`src/rtl/block_loader.sv`:
```
// block_loader
//   Byte-stream command loader. Parses framed commands from a valid/ready
//   byte stream and issues one-cycle write strobes into the instruction
//   memory and the two register memories. It also keeps the count of active
//   blocks that is handed to the fetch stage.
//
//   Commands (opcode byte first, multi-byte values MSB first):
//     0x01 addr i3 i2 i1 i0     write 32-bit instruction word
//     0x02 addr v..             write register-0 value (data_width/8 bytes)
//     0x03 addr v..             write register-1 value (data_width/8 bytes)
//     0x04 count                set n_blocks_running (saturating)
//     0x05                      halt: n_blocks_running = 0
//     other                     discarded, cmd_error pulse
//
// Ports
//   clk, reset                 clock, synchronous active-high reset
//   in_valid/in_ready/in_byte  command byte stream handshake
//   instr_write_*              instruction memory write port
//   reg_write_addr/val         shared register memory write address/value
//   reg_0/1_write_enable       per-register-memory write strobes
//   n_blocks_running           active block count for the fetch stage
//   cmd_done, cmd_error        one-cycle completion / bad-opcode pulses
//
// State table
//   state    | meaning
//   IDLE     | waiting for an opcode byte
//   ADDR     | capturing the address byte (or count byte for 0x04)
//   DATA     | shifting value bytes in, counting them
//   WRITE    | strobe cycle; input stalled, then back to IDLE
module block_loader #(
  parameter int data_width = 16,
  parameter int n_blocks   = 256,
  localparam int AW        = $clog2(n_blocks)
) (
  input  logic                  clk,
  input  logic                  reset,
  input  logic                  in_valid,
  output logic                  in_ready,
  input  logic [7:0]            in_byte,
  output logic [AW-1:0]         instr_write_addr,
  output logic [31:0]           instr_write_val,
  output logic                  instr_write_enable,
  output logic [AW-1:0]         reg_write_addr,
  output logic [data_width-1:0] reg_write_val,
  output logic                  reg_0_write_enable,
  output logic                  reg_1_write_enable,
  output logic [AW-1:0]         n_blocks_running,
  output logic                  cmd_done,
  output logic                  cmd_error
);

  localparam logic [1:0] ST_IDLE  = 2'd0;
  localparam logic [1:0] ST_ADDR  = 2'd1;
  localparam logic [1:0] ST_DATA  = 2'd2;
  localparam logic [1:0] ST_WRITE = 2'd3;

  localparam logic [2:0] OP_INSTR = 3'd1;
  localparam logic [2:0] OP_REG0  = 3'd2;
  localparam logic [2:0] OP_REG1  = 3'd3;
  localparam logic [2:0] OP_COUNT = 3'd4;

  localparam logic [1:0]    REG_LAST = 2'(data_width / 8 - 1);
  localparam logic [AW-1:0] NB_MAX   = AW'(n_blocks - 1);

  logic [1:0]    state_q, state_d;
  logic [2:0]    op_q, op_d;
  logic [1:0]    cnt_q, cnt_d;
  logic [AW-1:0] addr_q, addr_d;
  logic [31:0]   shift_q, shift_d;
  logic [AW-1:0] nbr_q, nbr_d;
  logic          done_q, done_d;
  logic          error_q, error_d;

  logic          accept;
  logic [1:0]    last_cnt;

  assign in_ready = (state_q != ST_WRITE);
  assign accept   = in_valid & in_ready;
  assign last_cnt = (op_q == OP_INSTR) ? 2'd3 : REG_LAST;

  always_comb begin
    state_d = state_q;
    op_d    = op_q;
    cnt_d   = cnt_q;
    addr_d  = addr_q;
    shift_d = shift_q;
    nbr_d   = nbr_q;
    done_d  = 1'b0;
    error_d = 1'b0;
    case (state_q)
      ST_IDLE: begin
        if (accept) begin
          case (in_byte)
            8'h01, 8'h02, 8'h03, 8'h04: begin
              op_d    = in_byte[2:0];
              cnt_d   = 2'd0;
              state_d = ST_ADDR;
            end
            8'h05: begin
              nbr_d  = '0;
              done_d = 1'b1;
            end
            default: error_d = 1'b1;
          endcase
        end
      end
      ST_ADDR: begin
        if (accept) begin
          if (op_q == OP_COUNT) begin
            // The count output is only AW bits wide, so n_blocks itself is
            // not representable; anything at or above it clamps to the top.
            nbr_d   = ({24'd0, in_byte} >= 32'(n_blocks)) ? NB_MAX : in_byte[AW-1:0];
            done_d  = 1'b1;
            state_d = ST_IDLE;
          end else begin
            addr_d  = in_byte[AW-1:0];
            state_d = ST_DATA;
          end
        end
      end
      ST_DATA: begin
        if (accept) begin
          shift_d = {shift_q[23:0], in_byte};
          if (cnt_q == last_cnt) begin
            done_d  = 1'b1;
            state_d = ST_WRITE;
          end else begin
            cnt_d = cnt_q + 2'd1;
          end
        end
      end
      ST_WRITE: state_d = ST_IDLE;
      default:  state_d = ST_IDLE;
    endcase
  end

  always_ff @(posedge clk) begin
    if (reset) begin
      state_q <= ST_IDLE;
      op_q    <= 3'd0;
      cnt_q   <= 2'd0;
      addr_q  <= '0;
      shift_q <= 32'd0;
      nbr_q   <= '0;
      done_q  <= 1'b0;
      error_q <= 1'b0;
    end else begin
      state_q <= state_d;
      op_q    <= op_d;
      cnt_q   <= cnt_d;
      addr_q  <= addr_d;
      shift_q <= shift_d;
      nbr_q   <= nbr_d;
      done_q  <= done_d;
      error_q <= error_d;
    end
  end

  // Pulses are masked by reset so a reset landing on the WRITE cycle
  // cancels the write rather than letting it through.
  assign instr_write_enable = (state_q == ST_WRITE) && (op_q == OP_INSTR) && !reset;
  assign reg_0_write_enable = (state_q == ST_WRITE) && (op_q == OP_REG0) && !reset;
  assign reg_1_write_enable = (state_q == ST_WRITE) && (op_q == OP_REG1) && !reset;
  assign cmd_done           = done_q & ~reset;
  assign cmd_error          = error_q & ~reset;

  assign instr_write_addr = addr_q;
  assign reg_write_addr   = addr_q;
  assign instr_write_val  = shift_q;
  assign reg_write_val    = shift_q[data_width-1:0];
  assign n_blocks_running = nbr_q;

endmodule

```
`config.mk`:
```
export PLATFORM = sky130hd
export DESIGN_NAME = block_loader
export DESIGN_NICKNAME = d
export VERILOG_FILES = /design/src/rtl/block_loader.sv
export SDC_FILE = /design/constraint.sdc
export NUM_CORES = 1
export LEC_CHECK = 0
export CAP_MARGIN = 20
export CORE_MARGIN = 8
export CORE_UTILIZATION = 45
export CTS_CLUSTER_DIAMETER = 30
export DETAILED_ROUTE_END_ITERATION = 7
export GPL_TIMING_DRIVEN = 0
export HOLD_SLACK_MARGIN = 0.12
export PLACE_DENSITY = 0.86
export RECOVER_POWER = 25
export SLEW_MARGIN = 20
export SYNTH_ARGS = -nofsm -noshare
export SYNTH_HDL_FRONTEND = slang
export SYNTH_SLANG_ARGS = --single-unit
```
`constraint.sdc`:
```
create_clock -name clk -period 2.73 [get_ports clk]
set_clock_uncertainty 0.2 [all_clocks]
set_input_delay 0.546 -clock clk [delete_from_list [all_inputs] [get_ports clk]]
set_output_delay 0.546 -clock clk [all_outputs]
set_load 0.05 [all_outputs]
```
-- Word level (Yosys, flattened, before mapping)
Index checks and enable logic that the tools add are counted.
W data, S select, Z words.
- flip-flop bits (word level): 57
- logic and storage cells: 83
- add/subtract/negate cells: 1
- equality and inequality tests: 22
- mux-type cells: 26
- bitwise gates (word level): 7
- reductions and logical operators: 19
- operators by type and width (cell ; number):
    $mux W8 ; 4
    $mux W2 ; 11
    $eq A8 B2 Y1 const B ; 2
    $eq A8 B3 Y1 const B ; 2
    $pmux W8 S2 ; 1
    $reduce_and A5 Y1 ; 3
    $ne A2 B2 Y1 const B ; 7
    $eq A8 B1 Y1 const B ; 1
    $pmux W2 S4 ; 1
    $mux W1 ; 7
    $eq A3 B2 Y1 const B ; 2
    $logic_and A1 B1 Y1 ; 6
    $reduce_and A3 Y1 ; 2
    $reduce_or A5 Y1 ; 1
    $eq A2 B2 Y1 const B ; 2
    $ne A2 B1 Y1 const B ; 2
    $not A1 Y1 ; 4
    $pmux W2 S2 ; 1
    $reduce_bool A2 Y1 ; 2
    $reduce_or A4 Y1 ; 1
    $and A1 B1 Y1 ; 3
    $eq A3 B1 Y1 const B ; 1
    $eq A3 B3 Y1 const B ; 1
    $pmux W1 S3 ; 1
    other kinds (7) ; 7

-- Longest topological paths before layout
- depth after elaboration: 6
- mapped depth: 8
- gate-level depth less buffers: 7

-- Worst setup path after synthesis
No wires, ideal clock.
- path kind: in2out
- start point: input reset
- end point: output reg_1_write_enable
- arrival time: 2.031 ns
- slack: -0.047 ns
- stages on the path: 3
- path buffers: 1
- path through: clkbuf_1 -> nand3b_1 -> nor3b_1
- word-level cells in the longest chain between the ends: 2
- RTL lines (item ; line ; RTL):
    start: declaration ; 36 ; input logic reset,
    $logic_not A1 Y1 ; 163 ; assign reg_1_write_enable = (state_q == ST_WRITE) && (op_q == OP_REG1) && !reset;
    $logic_and A1 B1 Y1 ; 163 ;
    end: declaration ; 46 ; output logic reg_1_write_enable,
Every way passes these cells.

-- Worst setup path in the final report
- start point: input in_byte[4]
- end point: register cnt_q[1]
- word-level cells in the longest chain between the ends: 4
- elaborated cells on any way between the ends: 7
- RTL lines (item ; line ; RTL):
    start: declaration ; 39 ; input logic [7:0] in_byte,
    $eq A8 B1 Y1 (tied with other cells) ; 93 ; case (in_byte)
    $reduce_or A4 Y1 (*) ; n/a ;
    $ne A2 B1 Y1 (no source line) (*) ; n/a ;
    $reduce_and A5 Y1 (no source line) (*) ; n/a ;
    end signal: assignment ; 150 ; cnt_q <= cnt_d;
    end: declaration ; 67 ; logic [1:0] cnt_q, cnt_d;
Mark *: on every way between the ends. The rest lies on a longest branch, timed or not.
A chain may end at the register's enable or synchronous reset.

==> metrics.cfg <==
[place]
hpwl_um=5540
gp_congestion=0.859
io_buffers=87
dp_cells=480
dp_slack_ns=-0.405

[logic_synthesis]
synth_compound_area_frac=0.170
synth_area_um2=2550
synthMuxAreaShare=0.00392
synthTopCellsByArea=dfxtp_1 45%, nand2_1 12%, a21oi_1 11%, buf_4 7.1%, nand3_1 3.1%
synth.top_cell.area_share=0.447
synth_ff_type=dfxtp_1
synth_edf_count=0
synthAdderAreaFrac=0.0245
syn_area_per_cell_um2=7.95
synth_seq_cells=57
synth_top_family_by_area=simple AND/OR/NAND/NOR gates
seq_area_frac_synth=0.447
synthArstFlopShare=0
syn_nets=337
yosys.area_share.simple=0.243
yosysTopAreaCell=dfxtp_1
yosysWarnings=0
syn_inst=321
synthXorXnorAreaFrac=0.00343
ys_types=38

[grt]
grt_overflow_total=0
grt_pass1_wl_um=12000
grt.total_usage=0.176
antenna_found_initial=0
grt_max_degree=11
grt_pass1_vias=2555

[power]
irDropWorstVdd_v=0.000259
p_leak_nw=1.38
powerDensity_nw_per_um2=421
finalPower_mw=1.55

[clock_tree]
cts_buffer_depth=2
cts_setup_buffers=0
clk-insertion-delay-late_ns=0.33
h-tree-depth=3
cts.clk_slew.worst_paths_ns=0.07
cts_tree=done
clockRootBuffer=clkbuf_8
numClockSinks=57
cts_hold_buf=0
cts_made_buffers=9

[timing]
clock.fmax_mhz=378
rsz0062_at_grt=false
finalMaxSlewViolations=0
min_period_ns=2.65
worst_slew_pin_slew_ns=0.539
timing.final.ws_setup_ns=0.0847
setup_viol_count_final=0
relSlewSlack=0.639
hold_viol_final=0
period_share=0.969

[worst_setup_path]
cp.required_ns=2.79
path_class=primary input to flop
crit_path_start_kind=primary input
arrival_ns=2.71
end_kind=flop
r2r_start=state_q[0]
cp_max_fo=5
r2r.worst_path.cells=7
critPathLaunch=in_byte[4]

[detailed_routing]
antenna_left=0
dr.pass1.iters=4
num_vias=2554
drc=0
drt-total-wl_um=7310
drtIter0Drc=113
post_drt_wl_per_cell_um=14.8
vias_per_cell=5.17

[floorplan]
chipHeight_um=91.3
rows=27
initial_utilization=0.463
io_pins=89
fp.dieArea_um2=8330
die_width_um=91.3
coreArea_um2=5510

[worst_hold_path]
hold_class=flop to flop
min_from=instr_write_val[26]
holdPathStages=2

[finish]
fillers=451
nets=435
diodes=0
drive_gt1_frac=0.118
final_common_cell=nand2_1
finalNonFillerCells=494
area_delta_synth_final_pct=44.0
layout_common_cells=81 x nand2_1, 57 x dfxtp_1, 56 x a21oi_1, 54 x clkdlybuf4s50_1, 30 x dlygate4sd3_1

[run_status]
status=finished clean

[job]
maxCapViolCount=0

==> worst paths after layout <==
path / slack, ns / endpoint
hold reg to reg: 0.25 / instr_write_val[26]
setup / recovery: 0.08 / cnt_q[1]
hold / removal: 0.25 / instr_write_val[26]
setup reg to reg: 0.41 / instr_write_val[7]
==> report_power, final <==
group	total (mW)	switching (mW)	internal [mW]	leakage (nW)
Clock	0.629	0.316	0.314	0.0778
Sequential	0.835	0.00148	0.834	0.459
Combinational	0.0827	0.0547	0.0280	0.847
==> sequential cells by signal, indices dropped and copies added, names as in the netlist, named ones only <==
signal,cells
n_blocks_running,8
cnt_q,2
done_q,1
state_q,1
error_q,1
op_q,3
instr_write_addr,8
instr_write_val,32
==> Yosys cell counts, types with 2 or more instances <==
cell type,number
a31oi_1,2
clkbuf_1,18
buf_4,24
nand3_1,16
nand2_1,81
o21ai_0,6
ha_1,5
nand2b_1,8
nand3b_1,3
nor3_1,4
dfxtp_1,57
a21boi_0,2
nor4_1,2
nor2_1,5
nor2b_1,5
a21oi_1,56
inv_1,6
==> cell families after synthesis <==
logic type / after synthesis
and+or+nand+nor: 133
AOI/OAI and AO/OA: 75
DFF: 57
buffers and inverters: 49
adders and majority gates: 5
xor gates and xnor gates: 1
muxes: 1
==> area by class of cell <==
type	instances	area, um^2	share of cell area
Buffer	43	255	0.0695
Clock buffer	10	128	0.0347
Clock inverter	4	22.5	0.00613
Inverter	6	22.5	0.00613
Multi-Input combinational cell	215	1150	0.313
Sequential cell	57	1140	0.311
Tap cell	72	90.1	0.0245
Timing Repair Buffer	87	863	0.235
==> worst max-delay path, stage by stage <==
cell,delay (ns)
clkdlybuf4s50_1,0.55
or4_4,0.61
a2111oi_4,0.40
a31oi_2,0.11
or3_1,0.37
a21oi_1,0.12
==> what timing repair did <==
action,4_1_cts,5_1_grt
endpoints found under the setup margin,13,9
gates resized for setup,5,6
cloned,0,0
==> metal layers <==
| metal | global-route usage | share of wire | up-vias |
|---|---|---|---|
| met2 | 0.306 | 0.50 | 92 |
| met3 | 0.0650 | 0.088 | 10 |
| met4 | 0.0805 | 0.016 | 0 |
| met1 | 0.185 | 0.40 | 1203 |
| li1 | - | - | 1249 |
| met5 | 0 | 0 | - |
==> per-stage QoR <==
stage,cell area [um^2],setup TNS [ns],util,hold WS [ns]
floorplan,2560,0,-,0.288
CTS,3670,0,0.666,0.257
global placement,3520,-3.16,0.639,0.243
finish,3670,0,0.667,0.253
global route,3670,0,0.667,0.287
detailed placement,3520,-3.61,0.639,0.248
Note: power is estimated with default switching activity, not from simulation.
